**config.mk**
```make
export PLATFORM = sky130hd
export DESIGN_NAME = pulse_seq_ctrl
export DESIGN_NICKNAME = d
export VERILOG_FILES = /design/src/rtl/pulse_seq_ctrl.sv
export SDC_FILE = /design/constraint.sdc
export NUM_CORES = 1
export LEC_CHECK = 0
export CORE_MARGIN = 10
export CORE_UTILIZATION = 41
export DETAILED_ROUTE_END_ITERATION = 7
export PLACE_DENSITY = 0.68
export SETUP_SLACK_MARGIN = 0.1
export SYNTH_ARGS = -nofsm -noshare
export SYNTH_HDL_FRONTEND = slang
export SYNTH_SLANG_ARGS = --single-unit
```
**constraint.sdc**
```tcl
create_clock -name clk -period 4.2 [get_ports clk]
set_clock_uncertainty 0.2 [all_clocks]
set_input_delay 0.63 -clock clk [delete_from_list [all_inputs] [get_ports clk]]
set_output_delay 0.63 -clock clk [all_outputs]
set_load 0.005 [all_outputs]
```
**src/rtl/pulse_seq_ctrl.sv**
```systemverilog
// Programmable one-hot phase sequencer: steps through enabled phases with a per-phase
// dwell time, a direction and a round count, under a start/stop/done handshake.
module pulse_seq_ctrl #(
    parameter int unsigned N  = 4,
    parameter int unsigned DW = 8,
    parameter int unsigned RW = 8
) (
    input  logic          clk,
    input  logic          rst_n,
    input  logic          start,
    input  logic          stop,
    input  logic [DW-1:0] dwell,
    input  logic [RW-1:0] rounds,
    input  logic [N-1:0]  mask,
    input  logic          dir,
    output logic [N-1:0]  out,
    output logic          busy,
    output logic          done
);

    localparam int unsigned IW = $clog2(N);

    typedef enum logic [1:0] {StIdle, StRun, StDone} state_e;

    state_e        state_q, state_d;
    logic [N-1:0]  out_q, out_d;
    logic [IW-1:0] idx_q, idx_d;
    logic [DW-1:0] dwell_cnt_q, dwell_cnt_d;
    logic [RW-1:0] round_cnt_q, round_cnt_d;
    logic [DW-1:0] dwell_q, dwell_d;
    logic [RW-1:0] rounds_q, rounds_d;
    logic [N-1:0]  mask_q, mask_d;
    logic          dir_q, dir_d;
    logic [IW-1:0] nxt_idx;
    logic          wrap;

    // First enabled phase in sequence order: highest bit for dir=0, lowest for dir=1.
    function automatic logic [IW-1:0] first_phase(input logic [N-1:0] m, input logic d);
        logic [IW-1:0] res;
        res = '0;
        for (int unsigned i = 0; i < N; i++) begin
            if (d) begin
                if (m[N-1-i]) res = IW'(N - 1 - i);
            end else begin
                if (m[i]) res = IW'(i);
            end
        end
        return res;
    endfunction

    function automatic logic [IW-1:0] next_phase(input logic [N-1:0] m, input logic d,
                                                 input logic [IW-1:0] idx);
        logic [IW-1:0] res;
        logic          found;
        int unsigned   cand;
        res   = idx;
        found = 1'b0;
        for (int unsigned k = 1; k <= N; k++) begin
            cand = d ? (32'(idx) + k) % N : (32'(idx) + N - k) % N;
            if (!found && m[cand]) begin
                res   = IW'(cand);
                found = 1'b1;
            end
        end
        return res;
    endfunction

    function automatic logic [N-1:0] onehot(input logic [IW-1:0] idx);
        logic [N-1:0] one;
        one = {{(N-1){1'b0}}, 1'b1};
        return one << idx;
    endfunction

    assign nxt_idx = next_phase(mask_q, dir_q, idx_q);
    assign wrap    = (nxt_idx == first_phase(mask_q, dir_q));

    always_comb begin
        state_d     = state_q;
        out_d       = '0;
        idx_d       = idx_q;
        dwell_cnt_d = dwell_cnt_q;
        round_cnt_d = round_cnt_q;
        dwell_d     = dwell_q;
        rounds_d    = rounds_q;
        mask_d      = mask_q;
        dir_d       = dir_q;
        case (state_q)
            StIdle: begin
                if (start && !stop && (mask != '0)) begin
                    state_d     = StRun;
                    dwell_d     = dwell;
                    rounds_d    = rounds;
                    mask_d      = mask;
                    dir_d       = dir;
                    idx_d       = first_phase(mask, dir);
                    out_d       = onehot(idx_d);
                    dwell_cnt_d = '0;
                    round_cnt_d = '0;
                end
            end
            StRun: begin
                out_d = out_q;
                if (stop) begin
                    state_d = StIdle;
                    out_d   = '0;
                end else if (dwell_cnt_q == dwell_q) begin
                    dwell_cnt_d = '0;
                    // rounds=0 never terminates, so counter wrap-around is harmless
                    if (wrap && (rounds_q != '0) && (round_cnt_q + 1'b1 == rounds_q)) begin
                        state_d = StDone;
                        out_d   = '0;
                    end else begin
                        if (wrap) round_cnt_d = round_cnt_q + 1'b1;
                        idx_d = nxt_idx;
                        out_d = onehot(nxt_idx);
                    end
                end else begin
                    dwell_cnt_d = dwell_cnt_q + 1'b1;
                end
            end
            StDone: begin
                state_d = StIdle;
            end
            default: begin
                state_d = StIdle;
            end
        endcase
    end

    always_ff @(posedge clk or negedge rst_n) begin
        if (!rst_n) begin
            state_q     <= StIdle;
            out_q       <= '0;
            idx_q       <= '0;
            dwell_cnt_q <= '0;
            round_cnt_q <= '0;
            dwell_q     <= '0;
            rounds_q    <= '0;
            mask_q      <= '0;
            dir_q       <= 1'b0;
        end else begin
            state_q     <= state_d;
            out_q       <= out_d;
            idx_q       <= idx_d;
            dwell_cnt_q <= dwell_cnt_d;
            round_cnt_q <= round_cnt_d;
            dwell_q     <= dwell_d;
            rounds_q    <= rounds_d;
            mask_q      <= mask_d;
            dir_q       <= dir_d;
        end
    end

    assign out  = out_q;
    assign busy = (state_q == StRun);
    assign done = (state_q == StDone);

endmodule

```
# Yosys cells after proc, flatten, opt, wreduce, memory -nomap -nowiden
# Cells that the tools add are included.
[op_classes]
add_sub_neg = 10
eq_ne = 12
n_reduce_logical = 20
mux = 67
shifts = 2
n_lt_le_gt_ge = 4
[op_table]
columns = ["cell", "n"]
rows = [
  ["$mux W2", 40],
  ["$mux W8", 7],
  ["$pmux W8 S2", 2],
  ["$add A8 B1 Y8 const B", 2],
  ["$eq A8 B8 Y1", 2],
  ["$mux W4", 4],
  ["$lt A2 B3 Y1 const B", 4],
  ["$bmux W1 S2", 4],
  ["$pmux W2 S2", 2],
  ["$pmux W4 S2", 1],
  ["$reduce_bool A8 Y1", 1],
  ["$shl A1 B2 Y4 const A", 2],
  ["$logic_and A1 B1 Y1", 7],
  ["$mux W1", 7],
  ["$ne A2 B2 Y1 const B", 3],
  ["$ne A3 B2 Y1 const B", 2],
  ["$reduce_and A3 Y1", 2],
  ["$reduce_and A6 Y1", 1],
  ["$reduce_and A5 Y1", 1],
  ["$add A2 B1 Y2 const B", 2],
  ["$add A2 B2 Y2 const B", 2],
  ["$logic_not A1 Y1", 4],
  ["$ne A2 B1 Y1 const B", 2],
  ["$reduce_bool A4 Y1", 1],
  ["other kinds (8)", 10],
]
[totals]
output_inout_bits = 6
wordCells = 124
inputBits = 25
regBits = 45

# Longest topological paths before layout
[depth]
ltp_word = 22
ltp_mapped = 10
ltp_nobuf = 8

# Least setup slack after synthesis
# OpenSTA, ideal clock, no wires.
[synth_path]
path_type = "reg-to-reg"
startpoint = "reg round_cnt_q[0]"
endpoint = "reg round_cnt_q[3]"
path_stages_with_launch = 10
setup_time_ns = 0.129
required_time_ns = 3.871
slack_ns = 1.311
n_path_buf = 1
period_less_slack_ns = 2.889
t_arrival_ns = 2.559
path_cell_list = "dfrtp_1 -> ha_1 -> xor2_1 -> a31o_2 -> or4_1 -> nor4_1 -> nand3b_1 -> clkbuf_1 -> o31a_1 -> nand2_1"
[synth_between]
elab_chain_cells = 6
word_cells_on_any_way = 10
classes_between = "add/sub: 1; eq/ne: 2; mux: 5; reduce/logical: 2"
[synth_rtl]
columns = ["element", "line_no", "rtl"]
rows = [
  ["start: declaration", "29", "logic [RW-1:0] round_cnt_q, round_cnt_d;"],
  ["start signal: assignment", "146", "round_cnt_q <= round_cnt_d;"],
  ["$add A8 B1 Y8 *", "109, 113", ""],
  ["$mux W8", "113", "if (wrap) round_cnt_d = round_cnt_q + 1'b1;"],
  ["$mux W8", "109", "if (wrap && (rounds_q != '0) && (round_cnt_q + 1'b1 == rounds_q)) begin"],
  ["$mux W8", "106", "end else if (dwell_cnt_q == dwell_q) begin"],
  ["$mux W8", "103", "if (stop) begin"],
  ["$pmux W8 S2", "87", "case (state_q)"],
]
# Mark *: on every way between the ends. The rest lies on a longest branch, timed or not. The select of a mux whose other input is x is not followed.
# A chain may end at the register's enable or synchronous reset.

# Final worst setup path
[layout_path]
startpoint = "reg idx_q[0]"
endpoint = "reg round_cnt_q[1]"
[layout_between]
elab_chain_cells = 20
word_cells_on_any_way = 39
classes_between = "add/sub: 8; eq/ne: 3; mux: 19; reduce/logical: 9"
[layout_rtl]
columns = ["element", "line_no", "rtl"]
rows = [
  ["start: declaration", "27", "logic [IW-1:0] idx_q, idx_d;"],
  ["start signal: assignment", "144", "idx_q <= idx_d;"],
  ["$add A2 B1 Y2", "59", "cand = d ? (32'(idx) + k) % N : (32'(idx) + N - k) % N;"],
  ["$sub A2 B1 Y2", "59", ""],
  ["$mux W2", "59", ""],
  ["$bmux W1 S2", "60", "if (!found && m[cand]) begin"],
  ["$mux W1 (implied by the code)", "60", ""],
  ["$mux W1", "60", ""],
  ["$logic_not A1 Y1", "60", ""],
  ["$logic_and A1 B1 Y1", "60", ""],
  ["[... 3 more ...]", "--", ""],
  ["$mux W1", "60", ""],
  ["$logic_not A1 Y1", "60", ""],
  ["$logic_and A1 B1 Y1", "60", ""],
  ["$mux W2 *", "60", ""],
  ["$eq A2 B2 Y1 *", "75", "assign wrap = (nxt_idx == first_phase(mask_q, dir_q));"],
  ["$logic_and A1 B1 Y1 (2 in series)", "109", ""],
  ["$ne A2 B2 Y1 (no source line)", "--", ""],
  ["$reduce_and A6 Y1 (no source line) *", "--", ""],
]
# Marks and branches as above.

==> implementation parameters <==
Parameter                              Value

Logic synthesis
  Flip-flop and latch count after synthesis    45
  Proportion of register bits with asynchronous set or reset after synthesis    between 90% and 100%
  Count of yosys warnings during synthesis    0
  Area fraction of the dominant cell type after synthesis    approximately 37%
  Top area cells in the synthesized netlist    sky130_fd_sc_hd__dfrtp_1 (37%), sky130_fd_sc_hd__mux2_2 (6.9%), sky130_fd_sc_hd__nand2_1 (4.3%)
  Most repeated cell in the gate-level netlist after synthesis    sky130_fd_sc_hd__dfrtp_1
  Mean Syn Cell Area    roughly 9.0 um2
  Top cell types by occurrence after synthesis    sky130_fd_sc_hd__dfrtp_1 (45), sky130_fd_sc_hd__nand2_1 (35), sky130_fd_sc_hd__o21ai_0 (22)
  Mapped Cells    343
  Cell taking the most area after synthesis    sky130_fd_sc_hd__dfrtp_1
  Number of synthesized flops with an enable pin    0
  Most used DFF post-synth    sky130_fd_sc_hd__dfrtp_1
  Sequential share of the synthesized area    a little over a third
  Combined area of all synthesized cells    3080 um2
  Synthesized Nets    370
  Synth cell types    just over 60

Timing
  Summed negative setup slack over all endpoints    0 ps
  Post-route worst setup slack    around 740 ps
  Final setup violation count    0
  Slew at the pin closest to its max-slew limit    1000 ps
  Final number of hold-violating endpoints    0
  Final slew viol count    0
  Shortest period the worst path allows    between 3000 and 4000 ps
  Max-Slew Margin vs Limit    33.3%
  Max Clk Rate    289 MHz
  Unrepaired setup endpoints after global routing    false
  Share of the clock period used by the worst path after layout    a little over 80%

Drt
  Overall routed net length    between 7000 and 8000 um
  DRC violation total after the first TritonRoute iteration    215
  Avg Vias per Cell    5.87
  Iteration count of the initial detailed-routing pass    4
  Routed Antenna Nets    0
  Via Count    2693
  Number of remaining DRC errors    0
  Average wire per cell in the routed design    15.7 um

Final layout
  Area growth from synthesis to final layout    13.4%
  Total area of multi-input combinational cells    1810 um2
  Area taken by flip-flops and latches    1130 um2
  Ant. Diodes    0
  Filler instances    711
  Final design instance area without fill    3490 um2
  Share of layout cells above drive strength 1    between 10% and 20%
  Final core occ    47.9%
  Fin nets    386

Run
  Number of max-cap violations    0

Setup path
  Worst endpoint data arrival time    about 3500 ps
  Count of buffering cells on the critical path with inverters included    0
  Critical path startpoint category    flip-flop
  Slowest cell on the critical path    sky130_fd_sc_hd__or4_4
  Req. time, crit path    4200 ps
  Longest individual stage delay on the worst path    ~600 ps
  Crit Reg-Reg Endpoint    round_cnt_q[1]$_DFFE_PN0P_
  Source of the worst register-to-register timing path    idx_q[0]$_DFFE_PN0P_
  Worst reg2reg path depth    7
  Start-to-end type of the worst setup path    reg -> reg
  FF-to-FF setup slack    740 ps
  List of cells traversed by the critical path    nand2b_1 -> a32o_1 -> o41ai_1 -> nand4_1 -> a211o_1 -> or4_4 -> o221ai_1
  Family with the most delay on the worst path    compound AO/OA/AOI/OAI gates
  CP endpoint kind    flip-flop
  Largest fanout on the critical path    20

Clocking
  TritonCTS clock tree    yes
  Htree depth    2
  Clk root buf    sky130_fd_sc_hd__clkbuf_8
  Number of clock sinks seen by CTS    45
  Clock latency reported for the late side of the worst-skew pair    300 ps
  Post-CTS resize count    0
  CTS max path bufs    2
  Number of post-CTS setup repair buffers    0
  Number of buffers created by CTS    5
  Clk slew on worst S/H paths    about 80 ps
  Number of buffers added to fix hold violations after cts    0

Placement
  Area of placed instances    approximately 3400 um2
  Quantity of I/O buffers inserted on ports    30
  Final HPWL DP    5210 um
  Gpl congestion    slightly below 0.9
  Worst-case setup slack after placement    around 560 ps

Die
  Die boundary height    107 um
  Width of the chip    107 um
  Die outline area    between 10000 and 15000 um2
  Rows    31
  Core Region    7290 um2
  I/O Pins    31
  Starting density of the core    42.2%

Pwr
  Power per cell area    719 nW/um2
  Maximum resistive drop on vdd    about 0.29 mV
  Leak pwr    0.00133 uW

Outcome
  Outcome    finished clean

Global routing
  Total global routing overflow    0
  Pin count of the biggest net entering global routing    46
  Antenna violations before repair    0
  Wire length of the first global-routing pass    12300 um
  Total global routing track utilization    between 10% and 20%
  Via count of the first global-routing pass    about 2500

Hold path
  Path type of the worst min-delay path    in -> async
[layout make-up]
cell class / instances / share of cell area [%]
Inverter: 13 / 1.40
Timing Repair Buffer: 31 / 8.67
Clock buffer: 8 / 2.29
Tap cell: 99 / 3.55
Multi-Input combinational cell: 263 / 51.8
Sequential cell: 45 / 32.2
[state kept, by name, summed over array words and instances, names as in the netlist]
| name | cells |
|---|---|
| dir_q | 1 |
| rounds_q | 8 |
| dwell_cnt_q | 8 |
| out | 4 |
| state_q | 2 |
| idx_q | 2 |
| dwell_q | 8 |
| round_cnt_q | 8 |
| mask_q | 4 |
[per-layer routing]
layer / track usage, % / wire, um / vias to the layer above
met2: 20.1 / 3470 / 70
met5: 0 / 0 / -
li1: - / - / 1326
met1: 17.1 / 3360 / 1289
met4: 3.19 / 69 / 0
met3: 2.57 / 329 / 8
[cell usage in the layout (no fill, tap or decap), types with 3 or more instances in the layout]
cell type / count
sky130_fd_sc_hd__clkbuf_1: 3
sky130_fd_sc_hd__or2_2: 5
sky130_fd_sc_hd__inv_1: 13
sky130_fd_sc_hd__clkdlybuf4s50_1: 29
sky130_fd_sc_hd__o21ai_0: 22
sky130_fd_sc_hd__or4_1: 6
sky130_fd_sc_hd__nand4_1: 3
sky130_fd_sc_hd__o21ai_1: 5
sky130_fd_sc_hd__and4_1: 5
sky130_fd_sc_hd__nand2_1: 35
sky130_fd_sc_hd__xnor2_1: 11
sky130_fd_sc_hd__o41ai_1: 5
sky130_fd_sc_hd__nand3b_1: 4
sky130_fd_sc_hd__o311ai_1: 5
sky130_fd_sc_hd__o221ai_1: 3
sky130_fd_sc_hd__mux2_2: 19
sky130_fd_sc_hd__nor2_1: 14
sky130_fd_sc_hd__o31ai_1: 6
sky130_fd_sc_hd__nand2b_1: 10
sky130_fd_sc_hd__dfrtp_1: 45
sky130_fd_sc_hd__o31a_1: 4
sky130_fd_sc_hd__nand3_1: 8
sky130_fd_sc_hd__nor3_1: 5
sky130_fd_sc_hd__a21oi_1: 11
sky130_fd_sc_hd__and3_1: 4
sky130_fd_sc_hd__or3_1: 6
sky130_fd_sc_hd__xor2_1: 4
sky130_fd_sc_hd__o22ai_1: 4
sky130_fd_sc_hd__a211oi_1: 4
sky130_fd_sc_hd__nor4_1: 5
sky130_fd_sc_hd__clkbuf_8: 5
sky130_fd_sc_hd__nor2b_1: 10
[through the flow]
stage	hold WS, ps	std cells	power, uW
final	285	459	2510
after floorplan	134	343	1940
after global routing	353	459	2730
after detailed placement	315	451	2240
after global placement	301	451	2200
after CTS	327	459	2510
[report_power, final]
part           switching (uW)  internal [uW]  leakage [uW]  total (uW)
registers                 288            603      0.000550         891
logic                     743            616      0.000739        1360
clock network             143            119     0.0000395         261
[logic make-up (layout without fill, tap and decap cells)]
family,after synthesis,in the layout,synth area share [%]
AND/OR/NAND/NOR,128,128,23.1
AO/OA/AOI/OAI,97,97,22.3
flip-flops,45,45,36.6
buffers and inverters,35,52,4.96
multiplexers,21,21,8.00
XOR/XNOR,15,15,4.26
adder cells (fa/ha/maj),2,2,0.812
[worst max path at each step]
stage	endpoint	depth (start not counted)	from	slack [ps]
final	round_cnt_q[1]$_DFFE_PN0P_	7	idx_q[0]$_DFFE_PN0P_	740
after global routing	round_cnt_q[3]$_DFFE_PN0P_	7	state_q[1]$_DFFE_PN0P_	550
after global placement	round_cnt_q[2]$_DFFE_PN0P_	7	mask[2]	640
after CTS	round_cnt_q[1]$_DFFE_PN0P_	7	idx_q[0]$_DFFE_PN0P_	790
after floorplan	round_cnt_q[3]$_DFFE_PN0P_	9	round_cnt_q[0]$_DFFE_PN0P_	1310
after detailed placement	round_cnt_q[2]$_DFFE_PN0P_	7	mask[2]	560
Power figures use the tool's default switching activity.
